### config.mk
export PLATFORM = sky130hd
export DESIGN_NAME = execute_unit_flat
export DESIGN_NICKNAME = d
export VERILOG_FILES = /design/src/rtl/proc_defs_pkg.sv /design/src/rtl/execute_unit_if.sv /design/src/rtl/execute_unit_mul_iter.sv /design/src/rtl/execute_unit.sv /design/src/flat_wrapper.sv
export SDC_FILE = /design/constraint.sdc
export NUM_CORES = 1
export LEC_CHECK = 0
export ABC_AREA = 1
export BUFFER_PORTS_ARGS = -buffer_cell sky130_fd_sc_hd__buf_2
export CORE_MARGIN = 2
export CORE_UTILIZATION = 45
export DETAILED_ROUTE_END_ITERATION = 10
export GPL_TIMING_DRIVEN = 0
export HOLD_SLACK_MARGIN = 0.1
export PLACE_DENSITY = 0.66
export SETUP_SLACK_MARGIN = 0.3
export SLEW_MARGIN = 10
export SYNTH_ARGS = -nofsm -noshare
export SYNTH_HDL_FRONTEND = slang
export SYNTH_SLANG_ARGS = --single-unit
### constraint.sdc
create_clock -name clk -period 8.8 [get_ports clk]
set_input_delay 1.76 -clock clk [delete_from_list [all_inputs] [get_ports clk]]
set_output_delay 1.76 -clock clk [all_outputs]
set_load 0.005 [all_outputs]
### src/rtl/proc_defs_pkg.sv
// Shared pipeline definitions: opcodes, condition codes, flag indices, FSM encodings.
// Used by the decoder and the execute stage. EXECUTE_MUL_EN (in execute_unit) selects
// the iterative multiplier; nothing here depends on it.
package proc_defs;

   localparam int unsigned DATA_W = 32;
   localparam int unsigned ADDR_W = 4;
   localparam int unsigned SUM_W  = DATA_W + 1;
   localparam int unsigned CNT_W  = 5;

   // Data-processing opcodes
   localparam logic [3:0] OP_AND = 4'h0;
   localparam logic [3:0] OP_EOR = 4'h1;
   localparam logic [3:0] OP_SUB = 4'h2;
   localparam logic [3:0] OP_RSB = 4'h3;
   localparam logic [3:0] OP_ADD = 4'h4;
   localparam logic [3:0] OP_ADC = 4'h5;
   localparam logic [3:0] OP_SBC = 4'h6;
   localparam logic [3:0] OP_RSC = 4'h7;
   localparam logic [3:0] OP_TST = 4'h8;
   localparam logic [3:0] OP_TEQ = 4'h9;
   localparam logic [3:0] OP_CMP = 4'hA;
   localparam logic [3:0] OP_CMN = 4'hB;
   localparam logic [3:0] OP_ORR = 4'hC;
   localparam logic [3:0] OP_MOV = 4'hD;
   localparam logic [3:0] OP_BIC = 4'hE;
   localparam logic [3:0] OP_MVN = 4'hF;

   // Condition codes
   localparam logic [3:0] CC_EQ = 4'h0;
   localparam logic [3:0] CC_NE = 4'h1;
   localparam logic [3:0] CC_CS = 4'h2;
   localparam logic [3:0] CC_CC = 4'h3;
   localparam logic [3:0] CC_MI = 4'h4;
   localparam logic [3:0] CC_PL = 4'h5;
   localparam logic [3:0] CC_VS = 4'h6;
   localparam logic [3:0] CC_VC = 4'h7;
   localparam logic [3:0] CC_HI = 4'h8;
   localparam logic [3:0] CC_LS = 4'h9;
   localparam logic [3:0] CC_GE = 4'hA;
   localparam logic [3:0] CC_LT = 4'hB;
   localparam logic [3:0] CC_GT = 4'hC;
   localparam logic [3:0] CC_LE = 4'hD;
   localparam logic [3:0] CC_AL = 4'hE;
   localparam logic [3:0] CC_NV = 4'hF;

   // Bit positions inside the {N,Z,C,V} flag vector
   localparam int unsigned FLAG_N = 3;
   localparam int unsigned FLAG_Z = 2;
   localparam int unsigned FLAG_C = 1;
   localparam int unsigned FLAG_V = 0;

   // Execute FSM encodings
   localparam logic [0:0] ST_IDLE = 1'b0;
   localparam logic [0:0] ST_MUL  = 1'b1;

   typedef struct packed {
      logic n;
      logic z;
      logic c;
      logic v;
   } nzcv_t;

   // Condition-field evaluation against the current flags
   function automatic logic cond_pass(input logic [3:0] cc, input nzcv_t f);
      logic p;
      case (cc)
         CC_EQ:   p = f.z;
         CC_NE:   p = !f.z;
         CC_CS:   p = f.c;
         CC_CC:   p = !f.c;
         CC_MI:   p = f.n;
         CC_PL:   p = !f.n;
         CC_VS:   p = f.v;
         CC_VC:   p = !f.v;
         CC_HI:   p = f.c && !f.z;
         CC_LS:   p = !f.c || f.z;
         CC_GE:   p = (f.n == f.v);
         CC_LT:   p = (f.n != f.v);
         CC_GT:   p = !f.z && (f.n == f.v);
         CC_LE:   p = f.z || (f.n != f.v);
         CC_AL:   p = 1'b1;
         default: p = 1'b0;
      endcase
      return p;
   endfunction

endpackage

### src/rtl/execute_unit_if.sv
// Decoder-to-execute bus: decoded operands/controls in, write port, flags and stall out.
// Signal set is the same with or without EXECUTE_MUL_EN.
interface execute_unit_if;
   import proc_defs::*;

   logic [DATA_W-1:0] operand0;
   logic [DATA_W-1:0] operand1;
   logic [3:0]        operation;
   logic [3:0]        cond;
   logic [ADDR_W-1:0] dest_addr;
   logic              update_flags;
   logic              use_flags;
   logic              shifter_carry;
   logic              NOP;
   logic              mul_req;

   logic              stall;
   logic              wr_en;
   logic [ADDR_W-1:0] wr_addr;
   logic [DATA_W-1:0] wr_data;
   logic [3:0]        flags;
   logic              cond_fail;

   // Upstream (decoder) side
   modport master (
      output operand0, operand1, operation, cond, dest_addr,
             update_flags, use_flags, shifter_carry, NOP, mul_req,
      input  stall, wr_en, wr_addr, wr_data, flags, cond_fail
   );

   // Execute-stage side
   modport slave (
      input  operand0, operand1, operation, cond, dest_addr,
             update_flags, use_flags, shifter_carry, NOP, mul_req,
      output stall, wr_en, wr_addr, wr_data, flags, cond_fail
   );

endinterface

### src/rtl/execute_unit_mul_iter.sv
// Iterative 32x32 multiplier, one shift-add per cycle, low 32 bits of the product.
// Instantiated by execute_unit only when EXECUTE_MUL_EN is defined.
// done/product are combinational so the last partial product lands on the finishing edge.
module mul_iter
   import proc_defs::*;
(
   input  logic              clk,
   input  logic              rst_n,
   input  logic              start,
   input  logic [DATA_W-1:0] a,
   input  logic [DATA_W-1:0] b,
   output logic              busy,
   output logic              done,
   output logic [DATA_W-1:0] product
);

   logic [DATA_W-1:0] a_q;
   logic [DATA_W-1:0] b_q;
   logic [DATA_W-1:0] acc;
   logic [CNT_W-1:0]  count;
   logic [DATA_W-1:0] partial_c;

   // Partial product for the bit selected by count, and the running sum including it
   always_comb begin
      partial_c = b_q[count] ? (a_q << count) : '0;
      product   = acc + partial_c;
      done      = busy && (count == CNT_W'(DATA_W - 1));
   end

   // Operand latch, accumulator and bit counter
   always_ff @(posedge clk) begin
      if (!rst_n) begin
         a_q   <= '0;
         b_q   <= '0;
         acc   <= '0;
         count <= '0;
         busy  <= 1'b0;
      end else if (start) begin
         a_q   <= a;
         b_q   <= b;
         acc   <= '0;
         count <= '0;
         busy  <= 1'b1;
      end else if (busy) begin
         acc   <= product;
         count <= count + CNT_W'(1);
         if (done) begin
            busy <= 1'b0;
         end
      end
   end

endmodule

### src/rtl/execute_unit.sv
// Execute stage: condition check, data-processing ALU, registered write port and NZCV.
// Define EXECUTE_MUL_EN to build in the iterative multiplier and its IDLE/MUL FSM;
// without it mul_req is ignored and stall is tied low.
module execute_unit
   import proc_defs::*;
(
   input logic           clk,
   input logic           rst_n,
   execute_unit_if.slave bus
);

   logic [DATA_W-1:0] alu_x;
   logic [DATA_W-1:0] alu_y;
   logic [SUM_W-1:0]  alu_sum;
   logic [DATA_W-1:0] logic_res;
   logic [DATA_W-1:0] alu_res;
   logic              alu_cin;
   logic              alu_arith;
   logic              alu_test;
   logic [3:0]        alu_flags;
   logic              pass_c;

   logic              wr_en_q;
   logic [ADDR_W-1:0] wr_addr_q;
   logic [DATA_W-1:0] wr_data_q;
   logic [3:0]        flags_q;
   logic              cond_fail_q;

   logic              nxt_wr_en;
   logic [ADDR_W-1:0] nxt_wr_addr;
   logic [DATA_W-1:0] nxt_wr_data;
   logic [3:0]        nxt_flags;
   logic              nxt_cond_fail;

`ifdef EXECUTE_MUL_EN
   logic [0:0]        state;
   logic [0:0]        nxt_state;
   logic              mul_start;
   logic              mul_done;
   logic [DATA_W-1:0] mul_product;
   logic [ADDR_W-1:0] mul_rd;
   logic              mul_s;
   logic              unused_mul_busy;

   mul_iter u_mul (
      .clk     (clk),
      .rst_n   (rst_n),
      .start   (mul_start),
      .a       (bus.operand0),
      .b       (bus.operand1),
      .busy    (unused_mul_busy),
      .done    (mul_done),
      .product (mul_product)
   );

   assign bus.stall = (state == ST_MUL);
`else
   logic unused_mul_req;

   assign unused_mul_req = bus.mul_req;
   assign bus.stall      = 1'b0;
`endif

   assign bus.wr_en     = wr_en_q;
   assign bus.wr_addr   = wr_addr_q;
   assign bus.wr_data   = wr_data_q;
   assign bus.flags     = flags_q;
   assign bus.cond_fail = cond_fail_q;

   assign pass_c = cond_pass(bus.cond, nzcv_t'(flags_q));

   // ALU: operand steering for add/subtract forms, logical results, and new NZCV
   always_comb begin
      alu_x     = bus.operand0;
      alu_y     = bus.operand1;
      alu_cin   = 1'b0;
      alu_arith = 1'b1;
      case (bus.operation)
         OP_SUB, OP_CMP: begin
            alu_y   = ~bus.operand1;
            alu_cin = 1'b1;
         end
         OP_RSB: begin
            alu_x   = bus.operand1;
            alu_y   = ~bus.operand0;
            alu_cin = 1'b1;
         end
         OP_ADD, OP_CMN: alu_cin = 1'b0;
         OP_ADC: alu_cin = bus.use_flags ? flags_q[FLAG_C] : 1'b0;
         OP_SBC: begin
            alu_y   = ~bus.operand1;
            alu_cin = bus.use_flags ? flags_q[FLAG_C] : 1'b1;
         end
         OP_RSC: begin
            alu_x   = bus.operand1;
            alu_y   = ~bus.operand0;
            alu_cin = bus.use_flags ? flags_q[FLAG_C] : 1'b1;
         end
         default: alu_arith = 1'b0;
      endcase

      alu_sum = {1'b0, alu_x} + {1'b0, alu_y} + SUM_W'(alu_cin);

      case (bus.operation)
         OP_AND, OP_TST: logic_res = bus.operand0 & bus.operand1;
         OP_EOR, OP_TEQ: logic_res = bus.operand0 ^ bus.operand1;
         OP_ORR:         logic_res = bus.operand0 | bus.operand1;
         OP_MOV:         logic_res = bus.operand1;
         OP_BIC:         logic_res = bus.operand0 & ~bus.operand1;
         OP_MVN:         logic_res = ~bus.operand1;
         default:        logic_res = '0;
      endcase

      alu_res  = alu_arith ? alu_sum[DATA_W-1:0] : logic_res;
      alu_test = bus.operation inside {OP_TST, OP_TEQ, OP_CMP, OP_CMN};

      alu_flags         = flags_q;
      alu_flags[FLAG_N] = alu_res[DATA_W-1];
      alu_flags[FLAG_Z] = (alu_res == '0);
      alu_flags[FLAG_C] = alu_arith ? alu_sum[DATA_W] : bus.shifter_carry;
      if (alu_arith) begin
         alu_flags[FLAG_V] = (alu_x[DATA_W-1] == alu_y[DATA_W-1]) &&
                             (alu_sum[DATA_W-1] != alu_x[DATA_W-1]);
      end
   end

   // Next-state and next-output logic: accept, squash, execute, or finish a multiply
   always_comb begin
      nxt_wr_en     = 1'b0;
      nxt_cond_fail = 1'b0;
      nxt_wr_addr   = wr_addr_q;
      nxt_wr_data   = wr_data_q;
      nxt_flags     = flags_q;
`ifdef EXECUTE_MUL_EN
      nxt_state     = state;
      mul_start     = 1'b0;
      if (state == ST_MUL) begin
         if (mul_done) begin
            nxt_state   = ST_IDLE;
            nxt_wr_en   = 1'b1;
            nxt_wr_addr = mul_rd;
            nxt_wr_data = mul_product;
            if (mul_s) begin
               nxt_flags[FLAG_N] = mul_product[DATA_W-1];
               nxt_flags[FLAG_Z] = (mul_product == '0);
            end
         end
      end else
`endif
      if (!bus.NOP) begin
         if (!pass_c) begin
            nxt_cond_fail = 1'b1;
         end
`ifdef EXECUTE_MUL_EN
         else if (bus.mul_req) begin
            mul_start = 1'b1;
            nxt_state = ST_MUL;
         end
`endif
         else begin
            if (!alu_test) begin
               nxt_wr_en   = 1'b1;
               nxt_wr_addr = bus.dest_addr;
               nxt_wr_data = alu_res;
            end
            if (alu_test || bus.update_flags) begin
               nxt_flags = alu_flags;
            end
         end
      end
   end

`ifdef EXECUTE_MUL_EN
   // FSM state register
   always_ff @(posedge clk) begin
      if (!rst_n) begin
         state <= ST_IDLE;
      end else begin
         state <= nxt_state;
      end
   end

   // Destination and S bit of the multiply in flight
   always_ff @(posedge clk) begin
      if (!rst_n) begin
         mul_rd <= '0;
         mul_s  <= 1'b0;
      end else if (mul_start) begin
         mul_rd <= bus.dest_addr;
         mul_s  <= bus.update_flags;
      end
   end
`endif

   // Registered write port, flags and squash pulse
   always_ff @(posedge clk) begin
      if (!rst_n) begin
         wr_en_q     <= 1'b0;
         wr_addr_q   <= '0;
         wr_data_q   <= '0;
         flags_q     <= '0;
         cond_fail_q <= 1'b0;
      end else begin
         wr_en_q     <= nxt_wr_en;
         wr_addr_q   <= nxt_wr_addr;
         wr_data_q   <= nxt_wr_data;
         flags_q     <= nxt_flags;
         cond_fail_q <= nxt_cond_fail;
      end
   end

endmodule

### src/flat_wrapper.sv
// flat-port wrapper written by rule: the top's interface ports become plain ports
module execute_unit_flat import proc_defs::*;
  (clk, rst_n, bus_operand0, bus_operand1, bus_operation, bus_cond, bus_dest_addr, bus_update_flags, bus_use_flags, bus_shifter_carry, bus_NOP, bus_mul_req, bus_stall, bus_wr_en, bus_wr_addr, bus_wr_data, bus_flags, bus_cond_fail);
  execute_unit_if bus_i ();
  input logic clk;
  input logic rst_n;
  input wire logic [$bits(bus_i.operand0)-1:0] bus_operand0;
  input wire logic [$bits(bus_i.operand1)-1:0] bus_operand1;
  input wire logic [$bits(bus_i.operation)-1:0] bus_operation;
  input wire logic [$bits(bus_i.cond)-1:0] bus_cond;
  input wire logic [$bits(bus_i.dest_addr)-1:0] bus_dest_addr;
  input wire logic [$bits(bus_i.update_flags)-1:0] bus_update_flags;
  input wire logic [$bits(bus_i.use_flags)-1:0] bus_use_flags;
  input wire logic [$bits(bus_i.shifter_carry)-1:0] bus_shifter_carry;
  input wire logic [$bits(bus_i.NOP)-1:0] bus_NOP;
  input wire logic [$bits(bus_i.mul_req)-1:0] bus_mul_req;
  output wire logic [$bits(bus_i.stall)-1:0] bus_stall;
  output wire logic [$bits(bus_i.wr_en)-1:0] bus_wr_en;
  output wire logic [$bits(bus_i.wr_addr)-1:0] bus_wr_addr;
  output wire logic [$bits(bus_i.wr_data)-1:0] bus_wr_data;
  output wire logic [$bits(bus_i.flags)-1:0] bus_flags;
  output wire logic [$bits(bus_i.cond_fail)-1:0] bus_cond_fail;
  assign bus_i.operand0 = bus_operand0;
  assign bus_i.operand1 = bus_operand1;
  assign bus_i.operation = bus_operation;
  assign bus_i.cond = bus_cond;
  assign bus_i.dest_addr = bus_dest_addr;
  assign bus_i.update_flags = bus_update_flags;
  assign bus_i.use_flags = bus_use_flags;
  assign bus_i.shifter_carry = bus_shifter_carry;
  assign bus_i.NOP = bus_NOP;
  assign bus_i.mul_req = bus_mul_req;
  assign bus_stall = bus_i.stall;
  assign bus_wr_en = bus_i.wr_en;
  assign bus_wr_addr = bus_i.wr_addr;
  assign bus_wr_data = bus_i.wr_data;
  assign bus_flags = bus_i.flags;
  assign bus_cond_fail = bus_i.cond_fail;
  execute_unit u_core (.clk(clk), .rst_n(rst_n), .bus(bus_i));
endmodule
==> impl_metrics.json, run 1 <==
{
  "hold_violations": 0,
  "finalNonFillerCells": 1679,
  "syn_area_per_cell_um2": 5.49,
  "syn_nets": 1480,
  "final_cell_mix": "nand2_1, inv_1, buf_2",
  "place_inst": 1670,
  "cts_tree": "yes",
  "track_usage_pct": 30.5,
  "die_area_um2": 17300,
  "cts.sinks": 42,
  "setup_slack_ps": 2830,
  "syn_inst": 1332,
  "clock_latency_ps": 290,
  "ant_nets": 0,
  "synthTopCellsByArea": "nand2_1, dfxtp_1, ha_1, inv_1, o21ai_0",
  "drt-total-wl_mm": 27.6,
  "critPathMostFrequentCell": "nand2_1",
  "drv_slew": 0,
  "fillers": 1739,
  "peakVddDrop_v": 0.0000916,
  "place_ws_ps": 2660,
  "slew_headroom_pct": 54.2,
  "yosysTopAreaCell": "nand2_1",
  "synth-main-ff-cell": "dfxtp_1",
  "overflow": 0,
  "fin_crit_sh_pct": 67.9,
  "max_clock_freq_ghz": 0.167,
  "syn-cell-area_um2": 7320,
  "cts_max_level": 2,
  "status": "finished, final reports clean",
  "startpoint_type": "input port",
  "first_iter_violations": 754,
  "num_vias": 9165,
  "synth_warnings": 0,
  "portBuffers": 122,
  "cts.path.max_buffers": 2,
  "arrival_ps": 6190,
  "antenna_found_initial": 1,
  "cap_violations": 0,
  "clock_skew_ps": 4.28,
  "avgRoutedWirePerCell_um": 16.4,
  "seq_area_frac_synth_pct": 11.5,
  "path_max_fanout": 10,
  "synthArstFlopShare_pct": 0,
  "cp.required_ps": 9020,
  "critical-path-top-delay-family": "simple AND/OR/NAND/NOR gates",
  "leakagePower_nw": 4.63,
  "mostFrequentLayoutCell": "nand2_1",
  "synth_edf_count": 0,
  "num_io_pins": 126,
  "slowest_delay_ps": 500,
  "power_density_nw_per_um2": 117,
  "nets": 1609,
  "fp.dieW_um": 132,
  "synthDominantCellAreaShare_pct": 21.2,
  "start_util_pct": 46.1,
  "grt_pass1_vias": 7856,
  "cts_resized": 0,
  "synth_seq_cells": 42,
  "die_y_um": 132,
  "coreArea_um2": 15900,
  "hp-class": "register to register",
  "tightest_slew_ps": 685,
  "cp_slowest_cell": "fa_1",
  "path_buf_inv": 5,
  "dp_hpwl_mm": 22.7,
  "ys_types": 46,
  "cts-root-buf": "clkbuf_16",
  "clk_pin_slew_ps": 60,
  "syn_to_final_growth_pct": 14.1,
  "final.min_clock_period_ps": 5970,
  "drc": 0,
  "critPathKind": "input port to register",
  "dr.pass1.iters": 6,
  "cts_setup_buffers": 0,
  "grt_max_degree": 14,
  "vias_per_cell": 5.46,
  "drive_gt1_share_pct": 13.9,
  "path_cells": "buf_4 -> nand2_1 -> nor2_1 -> clkbuf_1 -> inv_2 -> clkbuf_1 -> a31oi_1 -> fa_1 -> inv_1 -> fa_1 -> nand2_1 -> nand2_1 -> nand3_1 -> nand2_1 -> nand2_1 -> nand2_1 -> a21boi_0 -> or2_2 -> nand3_1 -> nand2_1 -> nand2_1 -> nor2_1 -> nand2_1 -> a21oi_2",
  "gp_congestion": 0.961,
  "setup_violations": 0,
  "holdBufCountCts": 0,
  "rsz0062_at_grt": "false",
  "numCtsBuffers": 5,
  "endpoint_kind": "register",
  "fin_tns_setup_ps": 0,
  "grt_first_pass_wirelength_mm": 42.3,
  "hold-worst-slack_ps": 475,
  "row_count": 46
}
## synthesized netlist by cell type (2+ instances only)
cell and count:
a211oi_1 2, a211oi_2 3, a21boi_0 2, a21oi_1 61, a21oi_2 2, a31o_2 31, a31oi_1 16, and2_1 2
buf_1 8, buf_2 14, buf_4 5, clkbuf_1 21, clkinv_2 2, dfxtp_1 42, fa_1 2, ha_1 63
inv_1 205, inv_2 3, nand2_1 414, nand2_2 4, nand2_4 2, nand3_1 65, nand3b_1 7, nand4_1 19
nor2_1 123, nor3_1 18, nor4_1 2, o2111ai_1 6, o211ai_1 14, o21ai_0 103, o21ai_1 4, o22ai_1 35
or2_2 3, xor2_1 17
## sequential cells by signal, indices dropped and copies added (netlist names)
register and flops:
u_core.bus.flags 4, u_core.bus.wr_data 32, u_core.bus.wr_addr 4, u_core.bus.wr_en 1, u_core.bus.cond_fail 1
## metal layers
layer / track usage, % / wire, um / vias up
li1: - / - / 4626
met1: 42.8 / 12200 / 4058
met2: 47.8 / 11900 / 446
met3: 4.82 / 2860 / 35
met4: 9.24 / 584 / 0
met5: 0 / 0 / -
## area by class of cell
class	count	area, um^2	share of cell area, %
Antenna cell	1	2.50	0.0300
Timing Repair Buffer	122	611	7.31
Buffer	50	243	2.91
Clock buffer	6	139	1.66
Multi-Input combinational cell	1030	5440	65.2
Clock inverter	2	12.5	0.150
Sequential cell	42	841	10.1
Tap cell	216	270	3.24
Inverter	210	791	9.47
## tightest hold or removal path: stages, from the launching register on
cell,delay (ps)
dfxtp_1,310
nand2_1,60
a21oi_1,60
## kinds of logic (layout without fill, tap and decap cells)
group | Yosys count | after routing | share of synthesized area (%)
and+or+nand+nor | 660 | 660 | 37.1
AOI/OAI and AO/OA | 285 | 285 | 23.5
buffers and inverters | 260 | 390 | 14.1
adders and majority gates | 65 | 65 | 11.3
DFF | 42 | 42 | 11.5
xor gates and xnor gates | 19 | 19 | 2.38
other | 1 | 2 | 0.0513
## final timing paths
| kind | start | slack, ps | cells after the start | end |
|---|---|---|---|---|
| max | bus_operation[1] | 2830 | 24 | u_core.bus.flags[2] |
| min | u_core.bus.wr_data[3] | 480 | 2 | u_core.bus.wr_data[3] |
| min reg2reg | u_core.bus.wr_data[3] | 480 | 2 | u_core.bus.wr_data[3] |
| max reg2reg | u_core.bus.flags[1] | 5230 | 20 | u_core.bus.flags[2] |
## per-stage QoR
step / instance area (um^2) / total power [W] / util [%]
detailed placement: 8200 / 0.000779 / 51.6
global placement: 8200 / 0.000774 / 51.6
global route: 8350 / 0.00105 / 52.6
finish: 8350 / 0.000977 / 52.6
floorplan: 7320 / 0.000596 / -
CTS: 8350 / 0.000965 / 52.6
## report_power, final
part | internal, W | leakage (nW) | total, W | switching, W
logic | 0.000194 | 4.21 | 0.000573 | 0.000378
clock network | 0.000112 | 0.0729 | 0.000186 | 0.0000739
registers | 0.000208 | 0.344 | 0.000218 | 0.00000949
Power figures use the tool's default switching activity.
==> inputs of run 2 (changes only) <==
clock period = 5.6 ns   (was 8.8 ns; I/O delays follow)
==> run 2 against run 1 <==
Sequential cell count did not move. Critical path depth is the same. Sequential share of layout area barely moved. Highest routed layer unchanged.
==> impl_metrics.json, run 2 (synthesis results as in run 1) <==
{
  "status": "finished, final reports clean",
  "die_y_um": 132,
  "power_density_nw_per_um2": 184,
  "seq_power_share_pct": 22.3,
  "fin_tns_setup_ps": 0,
  "final_cell_mix": "nand2_1, inv_1, buf_2",
  "endpoint_kind": "register",
  "start_util_pct": 46.1,
  "cts_resized": 0,
  "num_vias": 9221,
  "p_sw_w": 0.000725,
  "antenna_found_initial": 1,
  "hold_depth": 2,
  "drt-total-wl_mm": 27.5,
  "cts.path.max_buffers": 2,
  "final.min_clock_period_ps": 5010,
  "holdBufCountCts": 0,
  "cts_setup_buffers": 0,
  "overflow": 0,
  "startpoint_type": "input port",
  "fin_crit_sh_pct": 89.4,
  "vias_per_cell": 5.49,
  "fp.dieW_um": 132,
  "numCtsBuffers": 5,
  "coreArea_um2": 15900,
  "cts-root-buf": "clkbuf_16",
  "clock_latency_ps": 290,
  "ff2ff_path_depth": 20,
  "grt_first_pass_wirelength_mm": 42.3,
  "fin_util_pct": 52.6,
  "ant_nets": 0,
  "drive_gt1_share_pct": 14.2,
  "cts_max_level": 2,
  "setup_violations": 0,
  "leakagePower_nw": 4.64,
  "fin_area_um2": 8360,
  "swShare_pct": 47.3,
  "avgRoutedWirePerCell_um": 16.4,
  "grt_max_degree": 14,
  "num_io_pins": 126,
  "arrival_ps": 5230,
  "cts_tree": "yes",
  "critPathKind": "input port to register",
  "largest_reg_flops": 32,
  "grt_pass1_vias": 7856,
  "cts.sinks": 42,
  "dpl_cell_area_um2": 8200,
  "path_max_fanout": 10,
  "drc": 0,
  "max_clock_freq_ghz": 0.200,
  "peakVddDrop_v": 0.000144,
  "cp.required_ps": 5820,
  "p_total_w": 0.00154,
  "rsz0062_at_grt": "false",
  "nets": 1609,
  "dr.pass1.iters": 8,
  "track_usage_pct": 30.5,
  "first_iter_violations": 750,
  "dp_hpwl_mm": 22.7,
  "mostFrequentLayoutCell": "nand2_1",
  "p_int_w": 0.000810,
  "die_area_um2": 17300,
  "drv_slew": 0,
  "tightest_slew_ps": 708,
  "hold-worst-slack_ps": 475,
  "gp_congestion": 0.961,
  "hold_violations": 0,
  "clkPwrFrac_pct": 19.0,
  "slew_headroom_pct": 52.8,
  "row_count": 46,
  "portBuffers": 122,
  "clk_pin_slew_ps": 60,
  "cap_violations": 0,
  "clock_skew_ps": 2.94,
  "syn_to_final_growth_pct": 14.2,
  "hp-class": "register to register",
  "p_comb_share_pct": 58.7
}
==> run 2: cell types whose count changed in the layout (fill, tap and decap cells not counted) <==
cell      previous run  this run
clkbuf_1            21        17
clkbuf_2             0         4
==> run 2: critical path: stages <==
cell and delay [ps]:
buf_4 130, nand2_1 70, nor2_1 270, clkbuf_2 320
inv_2 150, clkbuf_2 270, a31oi_1 270, fa_1 220
inv_1 90, fa_1 500, nand2_1 120, nand2_1 100
nand3_1 110, nand2_1 100, nand2_1 110, nand2_1 90
a21boi_0 330, or2_2 180, nand3_1 120, nand2_1 180
nand2_1 70, nor2_1 120, nand2_1 80, a21oi_2 110
==> run 2: through the flow <==
step           instances  worst slack, ps
6_report            1679              592
5_1_grt             1679              312
4_1_cts             1678              383
3_5_place_dp        1670              102
3_3_place_gp        1670              122
2_1_floorplan       1332             1400
==> run 2: metal layers <==
layer,global-route usage (%),vias to the layer above,share of wire (%)
met2,47.8,459,43
li1,-,4625,-
met4,9.24,0,2.5
met3,4.82,47,10
met1,42.8,4090,44
met5,0,-,0
==> run 2: area by class of cell <==
cell class / instances / area (um^2)
fillers: 1738 / 7530
multi-input cells: 1030 / 5440
flip-flops and latches: 42 / 841
inverters: 210 / 791
repair buffers: 122 / 611
well taps: 216 / 270
plain buffers: 50 / 248
clock buffers: 6 / 139
clock inverters: 2 / 12.5
diodes: 1 / 2.50
==> run 2: worst paths after layout <==
path	to	start	slack (ps)
max reg2reg	u_core.bus.flags[2]	u_core.bus.flags[1]	2020
max	u_core.bus.flags[2]	bus_operation[1]	590
min	u_core.bus.wr_data[3]	u_core.bus.wr_data[3]	480
min reg2reg	u_core.bus.wr_data[3]	u_core.bus.wr_data[3]	480
==> run 2: power by group through the flow <==
stage | clock (W) | sequential [W] | combinational [W]
4_1_cts | 0.000295 | 0.000342 | 0.000880
2_1_floorplan | 0 | 0.000350 | 0.000587
3_3_place_gp | 0 | 0.000347 | 0.000868
3_5_place_dp | 0 | 0.000349 | 0.000876
6_report | 0.000291 | 0.000342 | 0.000901
5_1_grt | 0.000309 | 0.000346 | 0.00100
==> inputs of run 3 (changes only) <==
ABC_AREA = 0   (was 1)
==> run 3 against run 2 <==
Register-to-register slack worse by 180 ps. Sequential share of layout area is 1.0 points lower. Critical path depth is 1 higher. Worst hold slack better by 9.2 ps. Clock skew is 4.0 ps higher. First-iteration DRC count is 43% higher. Largest cell class unchanged. Highest routed layer unchanged.
==> impl_metrics.json, run 3 <==
{
  "status": "finished, final reports clean",
  "ys_types": 84,
  "setup_violations": 0,
  "fp.dieW_um": 131,
  "cp.required_ps": 5830,
  "coreArea_um2": 15800,
  "grt.busiest_layer": "met2",
  "cts.sinks": 42,
  "synth-main-ff-cell": "dfxtp_1",
  "synth-simple-area-share_pct": 25.5,
  "cts_tree": "yes",
  "synth_compound_area_share_pct": 36.7,
  "drive_gt1_share_pct": 22.5,
  "drt-total-wl_mm": 30.8,
  "synth_mux_area_share_pct": 4.91,
  "max_clock_freq_ghz": 0.192,
  "overflow": 0,
  "mostFrequentLayoutCell": "o21ai_0",
  "setup_slack_ps": 379,
  "die_y_um": 131,
  "clock_skew_ps": 6.97,
  "grt_max_degree": 15,
  "clk_pin_slew_ps": 60,
  "hp-class": "register to register",
  "ff2ff_path_depth": 15,
  "holdBufCountCts": 0,
  "clock_latency_ps": 290,
  "tightest_slew_ps": 1320,
  "final.min_clock_period_ps": 5220,
  "row_count": 46,
  "critPathKind": "input port to register",
  "synth_edf_count": 0,
  "cts_max_level": 2,
  "use_met2_pct": 53.3,
  "synth_seq_cells": 42,
  "syn_nets": 1249,
  "gp_congestion": 1.02,
  "place_ws_ps": -1600,
  "startpoint_type": "input port",
  "die_area_um2": 17100,
  "grt_pass1_vias": 8223,
  "synthDominantCellAreaShare_pct": 11.6,
  "power_density_nw_per_um2": 186,
  "cts.path.max_buffers": 2,
  "synth_top_family_by_area": "compound AO/OA/AOI/OAI gates",
  "start_util_pct": 45.7,
  "slew_headroom_pct": 11.9,
  "arrival_ps": 5450,
  "ant_nets": 0,
  "numCtsBuffers": 5,
  "vias_per_cell": 6.35,
  "gr-usage-met3_pct": 6.88,
  "avgRoutedWirePerCell_um": 20.8,
  "syn_area_per_cell_um2": 6.58,
  "hold_depth": 2,
  "leakagePower_nw": 4.13,
  "syn-cell-area_um2": 7240,
  "dp_hpwl_mm": 22.8,
  "grt_first_pass_wirelength_mm": 45.6,
  "first_iter_violations": 1074,
  "portBuffers": 121,
  "syn_to_final_growth_pct": 28.4,
  "track_usage_pct": 34.6,
  "num_vias": 9397,
  "largest_reg_flops": 32,
  "path_max_fanout": 6,
  "synthTopCellsByArea": "dfxtp_1, ha_1, o21ai_0, nand2_1, nor2_1",
  "synthArstFlopShare_pct": 0,
  "r2r_slack_ps": 1840,
  "antenna_found_initial": 0,
  "num_io_pins": 126,
  "synthTopCellsByCount": "o21ai_0, nand2_1, nor2_1, inv_1, a21oi_1",
  "drc": 0,
  "diodes": 0,
  "yosysMostFrequentCell": "o21ai_0",
  "yosysTopAreaCell": "dfxtp_1",
  "drv_slew": 0,
  "cts-root-buf": "clkbuf_16",
  "fin_crit_sh_pct": 93.2,
  "endpoint_kind": "register",
  "fin_util_pct": 58.8,
  "synth-xor-area-share_pct": 1.33,
  "syn_inst": 1101,
  "final_cell_mix": "o21ai_0, nand2_1, buf_2",
  "cap_violations": 0,
  "seq_area_frac_synth_pct": 11.6,
  "gr-usage-met1_pct": 45.3,
  "peakVddDrop_v": 0.000159,
  "synth_warnings": 0,
  "rsz0062_at_grt": "false",
  "dr.pass1.iters": 6,
  "synthAdderAreaFrac_pct": 11.4,
  "nets": 1412,
  "hold_violations": 0
}
run 3: cell count changes after synthesis, sizes merged, moves of 31 or more:
cell / previous run / this run
nand2: 420 / 133
inv: 208 / 77
nand3: 65 / 15
clkbuf: 21 / 63
o21ai: 107 / 141
a211oi: 5 / 36
mux2i: 0 / 31
run 3: worst max-delay path, stage by stage:
cell and delay [ps]:
buf_6 80, buf_8 110, clkbuf_16 130, nand2_8 60, or2_4 230, buf_8 130, o21ai_4 60, buf_12 150
buf_8 110, nor2_1 50, a211oi_2 250, fa_2 290, inv_2 50, fa_2 400, a211oi_4 270, o21ai_2 120
a2111oi_4 410, buf_4 190, buf_4 110, o32ai_2 90, a21oi_2 280, nand4_1 150, nor4_2 320, nand4_1 170
nand2_1 100
run 3: logic make-up after synthesis:
group                    after synthesis
other                                  1
XOR/XNOR                              11
flip-flops                            42
AO/OA/AOI/OAI                        409
adder cells (fa/ha/maj)               65
multiplexers                          35
AND/OR/NAND/NOR                      380
buffers and inverters                158
run 3: final cells by class:
| class | instances | area, um^2 |
|---|---|---|
| buffer | 80 | 608 |
| clock buffer | 5 | 125 |
| clock inverter | 3 | 21.3 |
| fill | 1580 | 6530 |
| inverter | 78 | 293 |
| multi-input combinational | 901 | 6220 |
| sequential | 42 | 841 |
| tap | 216 | 270 |
| timing repair buffer | 156 | 923 |
run 3: timing repair:
action	4_1_cts	5_1_grt
gates resized for setup	102	84
pin swaps	12	22
setup endpoints to repair	29	8
setup buffers	17	16
gates cloned	0	1
run 3: layer usage:
metal | vias to the layer above | part of all wire, %
met5 | - | 0
met1 | 4326 | 41
met2 | 549 | 42
li1 | 4390 | -
met3 | 132 | 10
met4 | 0 | 6.4
run 3: final timing paths:
check | endpoint | from
worst max-delay path | u_core.bus.flags[2] | bus_operation[1]
worst min-delay path | u_core.bus.wr_addr[3] | u_core.bus.wr_addr[3]
worst max register to register | u_core.bus.flags[2] | u_core.bus.flags[1]
worst min register to register | u_core.bus.wr_addr[3] | u_core.bus.wr_addr[3]
run 3: power by group:
group | switching (W) | internal (W) | leakage [nW]
Sequential | 0.0000121 | 0.000322 | 0.343
Combinational | 0.000669 | 0.000438 | 3.72
Clock | 0.000120 | 0.000165 | 0.0698
Total | 0.000801 | 0.000925 | 4.13
run 3: stage by stage:
stage               power [W]  cells  area [um^2]  setup TNS, ps  hold WS, ps
detailed placement    0.00125   1439         8160         -21920          477
global route          0.00183   1481         9300              0          521
floorplan            0.000953   1101         7270              0          485
global placement      0.00124   1438         8140         -21040          467
finish                0.00173   1481         9300              0          484
CTS                   0.00161   1464         8850              0          493
